==> config.mk <==
export PLATFORM = sky130hd
export DESIGN_NAME = sm_vcu_reg_scheduler_flat
export DESIGN_NICKNAME = d
export VERILOG_FILES = /design/src/rtl/sm_vcu_reg_scheduler_if.sv /design/src/rtl/sm_vcu_reg_scheduler.sv /design/src/flat_wrapper.sv
export SDC_FILE = /design/constraint.sdc
export NUM_CORES = 1
export LEC_CHECK = 0
export BUFFER_PORTS_ARGS = -buffer_cell sky130_fd_sc_hd__buf_2
export CORE_MARGIN = 4
export CORE_UTILIZATION = 25
export CTS_CLUSTER_SIZE = 40
export DETAILED_ROUTE_END_ITERATION = 6
export HOLD_SLACK_MARGIN = 0.03
export SYNTH_ARGS = -nofsm -noshare
export SYNTH_HDL_FRONTEND = slang
export SYNTH_SLANG_ARGS = --single-unit
==> constraint.sdc <==
create_clock -name clk -period 3.5 [get_ports clk]
set_clock_uncertainty 0.2 [all_clocks]
set_input_delay 0.175 -clock clk [delete_from_list [all_inputs] [get_ports clk]]
set_output_delay 0.175 -clock clk [all_outputs]
set_load 0.005 [all_outputs]
==> src/rtl/sm_vcu_reg_scheduler_if.sv <==
// Bundle of the CPU-select, peripheral read-port and mirror signals of sm_vcu_reg_scheduler.
// CPU select uses valid/ready: the request is taken on a rising edge where cpu_sel_valid and cpu_sel_ready are both 1.
// The peripheral port is req/ack: per_req and per_idx are held until a one-cycle per_ack or the scheduler's timeout.
interface sm_vcu_reg_scheduler_if #(
    parameter int IDX_W = 2
) ();
    logic             poll_en;
    logic             cpu_sel_valid;
    logic [IDX_W-1:0] cpu_sel_idx;
    logic             cpu_sel_ready;
    logic             per_req;
    logic [IDX_W-1:0] per_idx;
    logic             per_ack;
    logic [31:0]      per_rdata;
    logic [31:0]      vcu_reg_rdata;
    logic [IDX_W-1:0] vcu_cur_idx;
    logic             vcu_upd;
    logic             vcu_timeout;
    logic             vcu_timeout_clr;

    modport master (
        input  poll_en, cpu_sel_valid, cpu_sel_idx, per_ack, per_rdata, vcu_timeout_clr,
        output cpu_sel_ready, per_req, per_idx, vcu_reg_rdata, vcu_cur_idx, vcu_upd, vcu_timeout
    );

    modport slave (
        output poll_en, cpu_sel_valid, cpu_sel_idx, per_ack, per_rdata, vcu_timeout_clr,
        input  cpu_sel_ready, per_req, per_idx, vcu_reg_rdata, vcu_cur_idx, vcu_upd, vcu_timeout
    );
endinterface

==> src/rtl/sm_vcu_reg_scheduler.sv <==
// Sequences VCU status-register reads over one req/ack port and mirrors the latest result for x30.
// Background round-robin polling, one-shot CPU select that pre-empts it, and a per-read timeout.
module sm_vcu_reg_scheduler #(
    parameter int NUM_SRC  = 4,
    parameter int IDX_W    = 2,
    parameter int POLL_GAP = 8,
    parameter int TIMEOUT  = 15
) (
    input  logic                   clk,
    input  logic                   rst_n,
    sm_vcu_reg_scheduler_if.master bus,
    output logic [1:0]             dbg_state
);
    localparam logic [1:0] ST_IDLE = 2'd0;
    localparam logic [1:0] ST_REQ  = 2'd1;
    localparam logic [1:0] ST_UPD  = 2'd2;

    localparam int GAP_W = $clog2(POLL_GAP + 1);
    localparam int TO_W  = $clog2(TIMEOUT + 1);
    localparam logic [GAP_W-1:0] GAP_INIT  = GAP_W'(POLL_GAP);
    localparam logic [TO_W-1:0]  TO_LAST   = TO_W'(TIMEOUT - 1);
    localparam logic [IDX_W-1:0] RR_LAST   = IDX_W'(NUM_SRC - 1);
    localparam logic [31:0]      NUM_SRC_W = 32'(NUM_SRC);
    localparam logic [31:0]      ERR_DATA  = 32'hDEAD_BEEF;

    logic [1:0]       state;
    logic [IDX_W-1:0] idx;
    logic [IDX_W-1:0] rr;
    logic [IDX_W-1:0] rr_next;
    logic             is_poll;
    logic [GAP_W-1:0] gap;
    logic [TO_W-1:0]  tcnt;
    logic             per_req_q;
    logic [31:0]      mirror;
    logic [IDX_W-1:0] cur_idx;
    logic             upd_q;
    logic             timeout_q;
    logic [31:0]      sel_idx_ext;
    logic             sel_err;

    // Out-of-range CPU indices never reach the peripheral; they complete as an error read.
    assign sel_idx_ext = 32'(bus.cpu_sel_idx);
    assign sel_err     = (sel_idx_ext >= NUM_SRC_W);
    assign rr_next     = (rr == RR_LAST) ? '0 : rr + IDX_W'(1);

    assign bus.cpu_sel_ready = (state == ST_IDLE) && bus.cpu_sel_valid;
    assign bus.per_req       = per_req_q;
    assign bus.per_idx       = idx;
    assign bus.vcu_reg_rdata = mirror;
    assign bus.vcu_cur_idx   = cur_idx;
    assign bus.vcu_upd       = upd_q;
    assign bus.vcu_timeout   = timeout_q;
    assign dbg_state         = state;

    always_ff @(posedge clk or negedge rst_n) begin
        if (!rst_n) begin
            state     <= ST_IDLE;
            idx       <= '0;
            rr        <= '0;
            is_poll   <= 1'b0;
            gap       <= GAP_INIT;
            tcnt      <= '0;
            per_req_q <= 1'b0;
            mirror    <= '0;
            cur_idx   <= '0;
            upd_q     <= 1'b0;
            timeout_q <= 1'b0;
        end else begin
            // Clear first so a timeout set later in this block takes priority.
            if (bus.vcu_timeout_clr) begin
                timeout_q <= 1'b0;
            end
            case (state)
                ST_IDLE: begin
                    if (gap != '0) begin
                        gap <= gap - GAP_W'(1);
                    end
                    if (bus.cpu_sel_valid) begin
                        idx     <= bus.cpu_sel_idx;
                        is_poll <= 1'b0;
                        if (sel_err) begin
                            mirror  <= ERR_DATA;
                            cur_idx <= bus.cpu_sel_idx;
                            upd_q   <= 1'b1;
                            state   <= ST_UPD;
                        end else begin
                            per_req_q <= 1'b1;
                            tcnt      <= '0;
                            state     <= ST_REQ;
                        end
                    end else if (bus.poll_en && (gap == '0)) begin
                        idx       <= rr;
                        is_poll   <= 1'b1;
                        per_req_q <= 1'b1;
                        tcnt      <= '0;
                        state     <= ST_REQ;
                    end
                end
                ST_REQ: begin
                    // An ack on the final allowed cycle still completes the read.
                    if (bus.per_ack) begin
                        mirror    <= bus.per_rdata;
                        cur_idx   <= idx;
                        upd_q     <= 1'b1;
                        per_req_q <= 1'b0;
                        state     <= ST_UPD;
                    end else if (tcnt == TO_LAST) begin
                        timeout_q <= 1'b1;
                        per_req_q <= 1'b0;
                        if (is_poll) begin
                            rr <= rr_next;
                        end
                        state <= ST_IDLE;
                    end else begin
                        tcnt <= tcnt + TO_W'(1);
                    end
                end
                ST_UPD: begin
                    upd_q <= 1'b0;
                    if (is_poll) begin
                        rr <= rr_next;
                    end
                    gap   <= GAP_INIT;
                    state <= ST_IDLE;
                end
                default: begin
                    per_req_q <= 1'b0;
                    upd_q     <= 1'b0;
                    state     <= ST_IDLE;
                end
            endcase
        end
    end
endmodule
==> src/flat_wrapper.sv <==
// flat-port wrapper written by rule: the top's interface ports become plain ports
module sm_vcu_reg_scheduler_flat 
#(
    parameter int NUM_SRC  = 4,
    parameter int IDX_W    = 2,
    parameter int POLL_GAP = 8,
    parameter int TIMEOUT  = 15
)
  (clk, rst_n, dbg_state, bus_poll_en, bus_cpu_sel_valid, bus_cpu_sel_idx, bus_per_ack, bus_per_rdata, bus_vcu_timeout_clr, bus_cpu_sel_ready, bus_per_req, bus_per_idx, bus_vcu_reg_rdata, bus_vcu_cur_idx, bus_vcu_upd, bus_vcu_timeout);
  sm_vcu_reg_scheduler_if #(.IDX_W(IDX_W)) bus_i ();
  input  logic clk;
  input  logic rst_n;
  output logic [1:0] dbg_state;
  input wire logic [$bits(bus_i.poll_en)-1:0] bus_poll_en;
  input wire logic [$bits(bus_i.cpu_sel_valid)-1:0] bus_cpu_sel_valid;
  input wire logic [$bits(bus_i.cpu_sel_idx)-1:0] bus_cpu_sel_idx;
  input wire logic [$bits(bus_i.per_ack)-1:0] bus_per_ack;
  input wire logic [$bits(bus_i.per_rdata)-1:0] bus_per_rdata;
  input wire logic [$bits(bus_i.vcu_timeout_clr)-1:0] bus_vcu_timeout_clr;
  output wire logic [$bits(bus_i.cpu_sel_ready)-1:0] bus_cpu_sel_ready;
  output wire logic [$bits(bus_i.per_req)-1:0] bus_per_req;
  output wire logic [$bits(bus_i.per_idx)-1:0] bus_per_idx;
  output wire logic [$bits(bus_i.vcu_reg_rdata)-1:0] bus_vcu_reg_rdata;
  output wire logic [$bits(bus_i.vcu_cur_idx)-1:0] bus_vcu_cur_idx;
  output wire logic [$bits(bus_i.vcu_upd)-1:0] bus_vcu_upd;
  output wire logic [$bits(bus_i.vcu_timeout)-1:0] bus_vcu_timeout;
  assign bus_i.poll_en = bus_poll_en;
  assign bus_i.cpu_sel_valid = bus_cpu_sel_valid;
  assign bus_i.cpu_sel_idx = bus_cpu_sel_idx;
  assign bus_i.per_ack = bus_per_ack;
  assign bus_i.per_rdata = bus_per_rdata;
  assign bus_i.vcu_timeout_clr = bus_vcu_timeout_clr;
  assign bus_cpu_sel_ready = bus_i.cpu_sel_ready;
  assign bus_per_req = bus_i.per_req;
  assign bus_per_idx = bus_i.per_idx;
  assign bus_vcu_reg_rdata = bus_i.vcu_reg_rdata;
  assign bus_vcu_cur_idx = bus_i.vcu_cur_idx;
  assign bus_vcu_upd = bus_i.vcu_upd;
  assign bus_vcu_timeout = bus_i.vcu_timeout;
  sm_vcu_reg_scheduler #(.NUM_SRC(NUM_SRC), .IDX_W(IDX_W), .POLL_GAP(POLL_GAP), .TIMEOUT(TIMEOUT)) u_core (.clk(clk), .rst_n(rst_n), .bus(bus_i), .dbg_state(dbg_state));
endmodule
==> run metrics <==
status=finished, final reports clean; Cell Int Power=~1.4 mW; peak supply drop=approximately 0.00019 V; share of the synthesized area in the top cell type=0.585; routed wire length=between 5000 and 6000 um; post-CTS resize count=0; Max Fclk=0.497 GHz; TritonCTS buffer count=5; grt total ovfl=0; Startpoint Class=flop; Cell Rows=33; Post-Synthesis Cells=236; # diodes=0; Die Wd=101 um; PwrDens=700 mW/mm^2; area leader, netlist=dfrtp_1; final setup violating endpoints=0; Yosys warnings=0; Data arrival, critical path=slightly above 2000 ps; Worst Setup End Kind=flop; multi-input combinational cell area=between 700 and 800 um^2; Worst Tran Pin Value=approximately 600 ps; Placement Setup Slack=roughly 1500 ps; ranking of synthesized cells by area=dfrtp_1, nand2_1, o21ai_0; Core Util, Final=0.375; Logic pwr share=0.374; Core Region=approximately 0.0083 mm^2; total clock sinks=52; net count of the mapped netlist=approximately 280; Placed Instances=roughly 420; DR iter-0 viols=between 100 and 150; first-pass iteration count of the detailed router=4; Seq/Total Area, Yosys=0.597; post-route DRC violation count=0; setup_tns=0 ps; Routed Antenna Nets=0; DR WL/cell=around 12 um; Max Buffers Root-to-Sink=2; Final Hold Vio Count=0; design area=0.00313 mm^2; Crit path required time=between 3000 and 4000 ps; Post-CTS Setup Bufs=0; Power Total=~2.2 mW; RSZ-0062 raised after global routing=no; Synth-to-Final Area Change=43.4%; placed cell area=0.00269 mm^2; Top Ports=82; Slew headroom=0.607; Die Area=slightly above 0.01 mm^2; clock network fraction of total power=0.146; switch share=0.365; hold_ws=between 60 and 70 ps; vias in the first global route=about 1900; clock latency on the worst-skew pair=about 300 ps; TritonCTS clock tree=built; Hold-fix buffers, CTS=36; Vias/cell=approximately 4.2; flops & latches, synth=between 50 and 60; part of the power in registers=0.481; FF/Latch Area=0.00130 mm^2; root buf cell=clkbuf_8; pin count of the biggest net entering global routing=37; max-cap check violation count=0; GR Util All Layers=0.106; htree depth=2; antenna violations before repair=0; initial core utilization=0.262; syn avg cell area=slightly above 9 um^2; Finished Layout Cells=around 460; Nets=399; P_leak=between 1.5 and 2 nW; Net Switching=approximately 0.8 mW; Yosys cell types=33; fin crit share=0.575; vias=1950; Crit Path Max Fanout=36; Min Clock Period, post-route=about 2000 ps; share of layout cells above drive strength 1=0.268; Final WS setup=between 1000 and 1500 ps; crit path kind=flop to flop; Slew Viols, Final=0; hold crit path type=input pin to flop; first-pass GRT wire length=about 8700 um; Reg clk slew, reported paths=approximately 90 ps; gpl congestion=between 0.7 and 0.8; Filler cells=~840; dpl hpwl=3880 um; synthesized cell area=0.00218 mm^2; Buffers on Ports=between 80 and 90; die height=about 100 um
## logic make-up (layout without fill, tap and decap cells)
logic type,after synthesis,in the layout,share of synthesized area
AOI/OAI and AO/OA,26,26,0.0694
adders and majority gates,5,5,0.0287
buffers and inverters,18,136,0.0367
DFF,52,52,0.597
muxes,5,5,0.0241
and+or+nand+nor,130,130,0.244
## synth_stat cells
cell	number
a211oi_1	1
a21boi_1	1
a21oi_1	4
a31oi_1	1
and2_1	1
and3_1	2
and4bb_2	1
buf_2	4
buf_6	1
clkbuf_1	3
dfrtp_1	51
dfstp_2	1
ha_1	5
inv_1	9
inv_2	1
mux2_2	2
mux2i_1	3
nand2_1	108
nand3_1	3
nand3b_2	1
nor2_1	7
nor2b_1	1
nor3_1	2
nor3b_1	1
nor4_1	1
o21ai_0	13
o21bai_1	1
o221ai_1	1
o22ai_1	2
o31ai_1	1
o41ai_1	1
or3_1	1
or4_1	1
## final cells by class
cell class / count / share of cell area
flip-flops and latches: 52 / 0.416
clock buffers: 6 / 0.0232
well taps: 105 / 0.0420
inverters: 10 / 0.0120
clock inverters: 1 / 0.00160
repair buffers: 119 / 0.250
multi-input cells: 166 / 0.255
## power by group through the flow
stage | Combinational, mW | Sequential, mW | Clock [mW]
floorplan | 0.454 | 1.05 | 0
global placement | 0.789 | 1.06 | 0
detailed placement | 0.807 | 1.06 | 0
CTS | 0.840 | 1.05 | 0.342
global route | 0.943 | 1.09 | 0.365
finish | 0.818 | 1.05 | 0.320
## sequential cells by signal, indices dropped and copies added, names as in the netlist
signal / count
u_core.bus.per_idx: 2
u_core.is_poll: 1
u_core.bus.vcu_reg_rdata: 32
u_core.dbg_state: 2
u_core.tcnt: 4
u_core.bus.vcu_cur_idx: 2
u_core.bus.vcu_timeout: 1
u_core.bus.vcu_upd: 1
u_core.rr: 2
u_core.gap: 4
u_core.bus.per_req: 1
## cell usage in the layout, fill, tap and decap left out, drive strengths merged, types with 3 or more instances in the layout
master         n
buf           83
nor2           7
mux2i          3
dfrtp         51
dlygate4sd3   36
ha             5
clkbuf         6
inv           10
o21ai         13
a21oi          4
nand3          3
nand2        108
## worst max-delay path, stage by stage, from the launching register on
cell,delay [ps]
dfrtp_1,530
nand3b_2,270
buf_4,260
inv_2,480
nand2_1,110
nand2_1,80
## final timing paths
check                      depth (start not counted)                    startpoint                      endpoint  slack [ps]
setup / recovery                                   5           u_core.dbg_state[1]   u_core.bus.vcu_reg_rdata[0]        1490
hold / removal                                     3             bus_cpu_sel_valid                u_core.is_poll          70
setup reg to reg                                   5           u_core.dbg_state[1]   u_core.bus.vcu_reg_rdata[0]        1490
hold reg to reg                                    2  u_core.bus.vcu_reg_rdata[17]  u_core.bus.vcu_reg_rdata[17]         280
max in group asynchronous                          3                         rst_n  u_core.bus.vcu_reg_rdata[13]        2130
min in group asynchronous                          2                         rst_n            u_core.bus.per_req         200
## routing by layer
layer	routed length (um)	part of all wire	GRT usage
met1	2330	0.43	0.126
met2	2510	0.46	0.179
met3	502	0.093	0.0427
met4	80	0.015	0.0276
met5	0	0	0
Power figures use the tool's default switching activity.
